===== src/rtl/keypad_pkg.sv =====
// Shared definitions for the 4x4 keypad scanner: debounce states, matrix
// geometry, idle row drive and well-known key codes.
package keypad_pkg;

  typedef enum logic [2:0] {
    IDLE,
    PRESS_CHK,
    ACCEPT,
    HELD,
    RELEASE_CHK
  } deb_state_t;

  localparam int KEY_ROWS = 4;
  localparam int KEY_COLS = 4;

  localparam logic [3:0] ROW_IDLE = 4'b1111;

  localparam logic [3:0] KEY_START = 4'd15;
  localparam logic [3:0] KEY_MENU  = 4'd12;

  function automatic logic [3:0] key_code_of(input logic [1:0] row, input logic [1:0] col);
    return {row, col};
  endfunction

endpackage


===== src/rtl/keypad_debounce.sv =====
// Frame-rate debounce FSM: a press or a release is accepted only after
// DEBOUNCE_FRAMES consecutive agreeing scan frames.
module keypad_debounce
  import keypad_pkg::*;
#(
  parameter int DEBOUNCE_FRAMES = 3
) (
  input  logic       clk,
  input  logic       rst,
  input  logic       clear,
  input  logic       frame_tick,
  input  logic       raw_pressed,
  input  logic [3:0] raw_code,
  output logic       key_valid,
  output logic [3:0] key_code,
  output logic       key_held
);

  localparam int CW = $clog2(DEBOUNCE_FRAMES + 1);
  localparam logic [CW-1:0] CNT_ONE  = CW'(1);
  localparam logic [CW-1:0] CNT_DONE = CW'(DEBOUNCE_FRAMES);

  deb_state_t    state_reg, state_next;
  logic [3:0]    cand_reg, cand_next;
  logic [CW-1:0] cnt_reg, cnt_next;
  logic          key_valid_reg, key_valid_next;
  logic [3:0]    key_code_reg, key_code_next;
  logic          key_held_reg, key_held_next;
  logic          match;

  assign match = raw_pressed && (raw_code == cand_reg);

  always_comb begin
    state_next     = state_reg;
    cand_next      = cand_reg;
    cnt_next       = cnt_reg;
    key_valid_next = 1'b0;
    key_code_next  = key_code_reg;
    key_held_next  = key_held_reg;
    case (state_reg)
      IDLE: begin
        if (frame_tick && raw_pressed) begin
          cand_next  = raw_code;
          cnt_next   = CNT_ONE;
          state_next = (DEBOUNCE_FRAMES == 1) ? ACCEPT : PRESS_CHK;
        end
      end
      PRESS_CHK: begin
        if (frame_tick) begin
          if (match) begin
            cnt_next = cnt_reg + CNT_ONE;
            if (cnt_next == CNT_DONE) state_next = ACCEPT;
          end else begin
            cnt_next   = '0;
            state_next = IDLE;
          end
        end
      end
      ACCEPT: state_next = HELD;
      HELD: begin
        if (frame_tick && !match) begin
          cnt_next = CNT_ONE;
          if (DEBOUNCE_FRAMES == 1) begin
            key_held_next = 1'b0;
            state_next    = IDLE;
          end else begin
            state_next = RELEASE_CHK;
          end
        end
      end
      RELEASE_CHK: begin
        if (frame_tick) begin
          if (match) begin
            state_next = HELD;
          end else begin
            cnt_next = cnt_reg + CNT_ONE;
            if (cnt_next == CNT_DONE) begin
              key_held_next = 1'b0;
              state_next    = IDLE;
            end
          end
        end
      end
      default: state_next = IDLE;
    endcase
    // ACCEPT is only ever entered, never re-entered, so this fires exactly once per press.
    if (state_next == ACCEPT) begin
      key_valid_next = 1'b1;
      key_code_next  = cand_next;
      key_held_next  = 1'b1;
    end
  end

  always_ff @(posedge clk) begin
    if (rst) begin
      state_reg     <= IDLE;
      cand_reg      <= '0;
      cnt_reg       <= '0;
      key_valid_reg <= 1'b0;
      key_code_reg  <= '0;
      key_held_reg  <= 1'b0;
    end else if (clear) begin
      state_reg     <= IDLE;
      cand_reg      <= '0;
      cnt_reg       <= '0;
      key_valid_reg <= 1'b0;
      key_held_reg  <= 1'b0;
    end else begin
      state_reg     <= state_next;
      cand_reg      <= cand_next;
      cnt_reg       <= cnt_next;
      key_valid_reg <= key_valid_next;
      key_code_reg  <= key_code_next;
      key_held_reg  <= key_held_next;
    end
  end

  assign key_valid = key_valid_reg;
  assign key_code  = key_code_reg;
  assign key_held  = key_held_reg;

endmodule


===== src/rtl/keypad_scanner.sv =====
// 4x4 matrix keypad scanner: walks the active-low rows, samples synchronized
// columns at the end of each dwell, and feeds per-frame results to the debouncer.
module keypad_scanner
  import keypad_pkg::*;
#(
  parameter int SCAN_DIV        = 250000,
  parameter int DEBOUNCE_FRAMES = 3
) (
  input  logic       clk,
  input  logic       rst,
  input  logic       enable,
  input  logic [3:0] keypadCol,
  output logic [3:0] keypadRow,
  output logic       key_valid,
  output logic [3:0] key_code,
  output logic       key_held
);

  localparam int DW = $clog2(SCAN_DIV);
  localparam logic [DW-1:0] DWELL_LAST = DW'(SCAN_DIV - 1);

  logic          active_reg;
  logic [DW-1:0] dwell_reg, dwell_next;
  logic [1:0]    row_idx_reg, row_idx_next;
  logic [3:0]    row_reg;
  logic [3:0]    col_meta_reg, col_sync_reg;
  logic          acc_pressed_reg;
  logic [3:0]    acc_code_reg;

  logic       sample_point, frame_tick;
  logic       row_hit;
  logic [1:0] hit_col;
  logic [3:0] row_code;
  logic       raw_pressed;
  logic [3:0] raw_code;

  assign sample_point = active_reg && (dwell_reg == DWELL_LAST);
  assign frame_tick   = sample_point && (row_idx_reg == 2'(KEY_ROWS - 1));
  assign dwell_next   = (dwell_reg == DWELL_LAST) ? '0 : dwell_reg + DW'(1);
  assign row_idx_next = (dwell_reg == DWELL_LAST) ? row_idx_reg + 2'd1 : row_idx_reg;

  // Scan high-to-low so the lowest pressed column is the one left standing.
  always_comb begin
    row_hit = 1'b0;
    hit_col = '0;
    for (int c = KEY_COLS - 1; c >= 0; c--) begin
      if (!col_sync_reg[c]) begin
        row_hit = 1'b1;
        hit_col = 2'(c);
      end
    end
  end

  assign row_code    = key_code_of(row_idx_reg, hit_col);
  assign raw_pressed = acc_pressed_reg || row_hit;
  assign raw_code    = acc_pressed_reg ? acc_code_reg : row_code;

  always_ff @(posedge clk) begin
    if (rst || !enable) begin
      active_reg      <= 1'b0;
      dwell_reg       <= '0;
      row_idx_reg     <= '0;
      row_reg         <= ROW_IDLE;
      col_meta_reg    <= 4'b1111;
      col_sync_reg    <= 4'b1111;
      acc_pressed_reg <= 1'b0;
      acc_code_reg    <= '0;
    end else begin
      active_reg   <= 1'b1;
      col_meta_reg <= keypadCol;
      col_sync_reg <= col_meta_reg;
      if (active_reg) begin
        dwell_reg   <= dwell_next;
        row_idx_reg <= row_idx_next;
        row_reg     <= ~(4'b0001 << row_idx_next);
        if (frame_tick) begin
          acc_pressed_reg <= 1'b0;
          acc_code_reg    <= '0;
        end else if (sample_point && row_hit && !acc_pressed_reg) begin
          acc_pressed_reg <= 1'b1;
          acc_code_reg    <= row_code;
        end
      end else begin
        row_reg <= 4'b1110;
      end
    end
  end

  assign keypadRow = row_reg;

  keypad_debounce #(
    .DEBOUNCE_FRAMES(DEBOUNCE_FRAMES)
  ) u_debounce (
    .clk        (clk),
    .rst        (rst),
    .clear      (!enable),
    .frame_tick (frame_tick),
    .raw_pressed(raw_pressed),
    .raw_code   (raw_code),
    .key_valid  (key_valid),
    .key_code   (key_code),
    .key_held   (key_held)
  );

endmodule


===== config.mk =====
export PLATFORM = sky130hd
export DESIGN_NAME = keypad_scanner
export DESIGN_NICKNAME = d
export VERILOG_FILES = /design/src/rtl/keypad_pkg.sv /design/src/rtl/keypad_debounce.sv /design/src/rtl/keypad_scanner.sv
export SDC_FILE = /design/constraint.sdc
export NUM_CORES = 1
export LEC_CHECK = 0
export ABC_AREA = 1
export CORE_MARGIN = 4
export CORE_UTILIZATION = 35
export CTS_BUF_LIST = sky130_fd_sc_hd__clkbuf_2 sky130_fd_sc_hd__clkbuf_4 sky130_fd_sc_hd__clkbuf_8
export CTS_CLUSTER_SIZE = 24
export DETAILED_ROUTE_END_ITERATION = 6
export GPL_TIMING_DRIVEN = 0
export PLACE_DENSITY = 0.55
export SLEW_MARGIN = 20
export SYNTH_ARGS = -nofsm -noshare
export SYNTH_HDL_FRONTEND = slang
export SYNTH_HIERARCHICAL = 1
export SYNTH_SLANG_ARGS = --single-unit

===== constraint.sdc =====
create_clock -name clk -period 2.9 [get_ports clk]
set_clock_uncertainty 0.2 [all_clocks]
set_input_delay 0.58 -clock clk [delete_from_list [all_inputs] [get_ports clk]]
set_output_delay 0.58 -clock clk [all_outputs]
set_load 0.05 [all_outputs]

==> impl_metrics.env <==
export IMPL_crit_start="dwell_reg[1]"
export IMPL_grt_pass1_wl_um=10100
export IMPL_synth_enable_flop_cells=0
export IMPL_power_density_mw_per_mm2=422
export IMPL_gp_congestion=0.832
export IMPL_crit_fanout=8
export IMPL_met2_usage=0.218
export IMPL_p_leak_nw=1.18
export IMPL_met1_usage=0.194
export IMPL_yosysTopAreaCell="dfxtp_1"
export IMPL_drt_wirelength_per_cell_um=11.0
export IMPL_finalCriticalPeriod_ps=2520
export IMPL_vias=2289
export IMPL_synth_main_ff_cell="dfxtp_1"
export IMPL_slew_headroom=0.666
export IMPL_finalPower_mw=1.31
export IMPL_h_tree_depth=2
export IMPL_drtIter0Drc=99
export IMPL_start_kind="flip-flop"
export IMPL_synthesis_area_sq_mm=0.00267
export IMPL_clk_latency_ps=310
export IMPL_overflow=0
export IMPL_tightest_slew_ps=500
export IMPL_area_growth_synth_to_final_pct=16.1
export IMPL_nets=413
export IMPL_synth_top_area_share=0.398
export IMPL_die_height_um=95.3
export IMPL_ys_seq_area_frac=0.398
export IMPL_rr_startpoint="dwell_reg[1]"
export IMPL_fillers=766
export IMPL_cts_tree="done"
export IMPL_gr_max_usage_layer="met2"
export IMPL_dieArea_sq_mm=0.00908
export IMPL_drive_gt1_frac=0.131
export IMPL_status="finished clean"
export IMPL_cts_clk_slew_worst_paths_ps=100
export IMPL_min_delay_path_class="flip-flop to flip-flop"
export IMPL_drtPass1Iterations=4
export IMPL_grt_max_degree=17
export IMPL_vias_per_cell=4.55
export IMPL_clock_sinks=53
export IMPL_largest_reg_flops=18
export IMPL_arrival_ps=2530
export IMPL_hold_start="col_meta_reg[2]"
export IMPL_yosys_warnings=6
export IMPL_holdWs_ps=223
export IMPL_core_area_sq_mm=0.00733
export IMPL_endpoint_kind="flip-flop"
export IMPL_finalCritPeriodShare=0.869
export IMPL_synth_area_per_cell_sq_um=7.06
export IMPL_row_count=31
export IMPL_start_util=0.364
export IMPL_setup_viol=0
export IMPL_yosys_register_bits=53
export IMPL_maxSlewViolCount=0
export IMPL_synthTopCellsByArea="dfxtp_1 (40%), nand2_1 (12%), nor2_1 (9.1%), inv_1 (6.5%), nand3_1 (3.4%)"
export IMPL_drv_cap=0
export IMPL_die_w_um=95.3
export IMPL_drc=0
export IMPL_post_dp_hpwl_um=4200
export IMPL_grtUsageMet3=0.0253
export IMPL_cp_required_ps=2910
export IMPL_peakVddDrop_mv=0.192
export IMPL_async_flop_share=0
export IMPL_root_buffer="clkbuf_8"
export IMPL_cts_buffers=5
export IMPL_rsz0062_at_grt="no"
export IMPL_critPathKind="flip-flop to flip-flop"
export IMPL_n_antenna_cell=0
export IMPL_synth_most_common_cell="nand2_1"
export IMPL_synth_net_count=388
export IMPL_synth_common_cells="nand2_1 (85), nor2_1 (65), dfxtp_1 (53)"
export IMPL_antenna_found_initial=0
export IMPL_track_usage=0.138
export IMPL_pin_count=17
export IMPL_synthCells=378
export IMPL_synth_cell_types=38
export IMPL_fmax_ghz=0.397
export IMPL_portBuffers=16
export IMPL_hold_viol_final=0
export IMPL_grt_pass1_vias=2230
export IMPL_wl_um=5550
export IMPL_antenna_left=0
export IMPL_cts_buffer_depth=2
[cell families (layout without fill, tap and decap cells)]
family | after synthesis | after routing | share of synthesized area
and+or+nand+nor | 226 | 226 | 0.408
muxes | 1 | 1 | 0.00375
adders and majority gates | 3 | 3 | 0.0141
AOI/OAI and AO/OA | 34 | 34 | 0.0760
DFF | 53 | 53 | 0.398
xor gates and xnor gates | 7 | 7 | 0.0230
buffers and inverters | 54 | 80 | 0.0774
[power by group]
| part | total (mW) | internal, mW | switching [mW] | leakage (nW) |
|---|---|---|---|---|
| registers | 0.734 | 0.732 | 0.00192 | 0.429 |
| logic | 0.0593 | 0.0211 | 0.0382 | 0.690 |
| clock network | 0.514 | 0.269 | 0.245 | 0.0588 |
| total | 1.31 | 1.02 | 0.285 | 1.18 |
[routing by layer]
metal,wire length (um),vias to the layer above
li1,-,1241
met1,2930,1021
met2,2420,21
met3,128,6
met4,70,0
met5,0,-
[critical path, cell delays in order (launching register included)]
cell and delay, ps:
dfxtp_1 370, ha_1 170, inv_1 70, nor2_4 140, nand3_1 160, nor4_4 330
buf_4 200, nand2_1 70, inv_1 70, nand2_1 60, nor2_1 170, inv_2 90
nor2_8 140, a21oi_1 80, o21a_1 110
[what timing repair did]
action | CTS | global route
resized for setup | 0 | 1
hold buffers | 0 | 0
setup endpoints to repair | 0 | 7
buffers inserted | 0 | 2
[area by class of cell]
| cell class | count | area (sq um) | area share |
|---|---|---|---|
| inverters | 50 | 188 | 0.0606 |
| multi-input cells | 271 | 1420 | 0.457 |
| clock inverters | 2 | 38.8 | 0.0125 |
| flip-flops and latches | 53 | 1060 | 0.343 |
| clock buffers | 6 | 76.3 | 0.0246 |
| well taps | 99 | 124 | 0.0400 |
| plain buffers | 4 | 18.8 | 0.00606 |
| repair buffers | 18 | 175 | 0.0566 |
[metrics by stage]
stage	cell area [sq um]	setup TNS, ps	setup WS, ps	std cells	util
after floorplan	2670	0	367	378	-
after global placement	2950	-1780	-241	493	0.403
after detailed placement	2960	0	115	493	0.403
after CTS	3070	0	84.8	501	0.419
after global routing	3100	0	87.2	503	0.422
final	3100	0	379	503	0.422
[cell usage in the layout, fill, tap and decap left out, drive strengths merged]
cell / count
ha: 3
nor3b: 1
mux2i: 1
xor2: 6
nor3: 9
xnor2: 1
o211ai: 1
a31oi: 2
nor4: 1
inv: 50
o21a: 4
buf: 5
nand3: 22
nor2: 76
and2: 1
o21bai: 2
o21ai: 11
clkinv: 1
clkbuf: 7
a21boi: 1
nand4: 10
nand2: 95
clkdlybuf4s50: 16
bufinv: 1
o22ai: 1
a21oi: 12
dfxtp: 53
or2: 11
[path summary, 6_finish.rpt]
kind                            slack [ps]  cells after the start                     end
worst max-delay path                   380                     14  u_debounce/key_code[1]
worst min-delay path                   220                      1         col_sync_reg[2]
worst max register to register         380                     14  u_debounce/key_code[1]
worst min register to register         220                      1         col_sync_reg[2]
(Power assumes the default switching activity.)
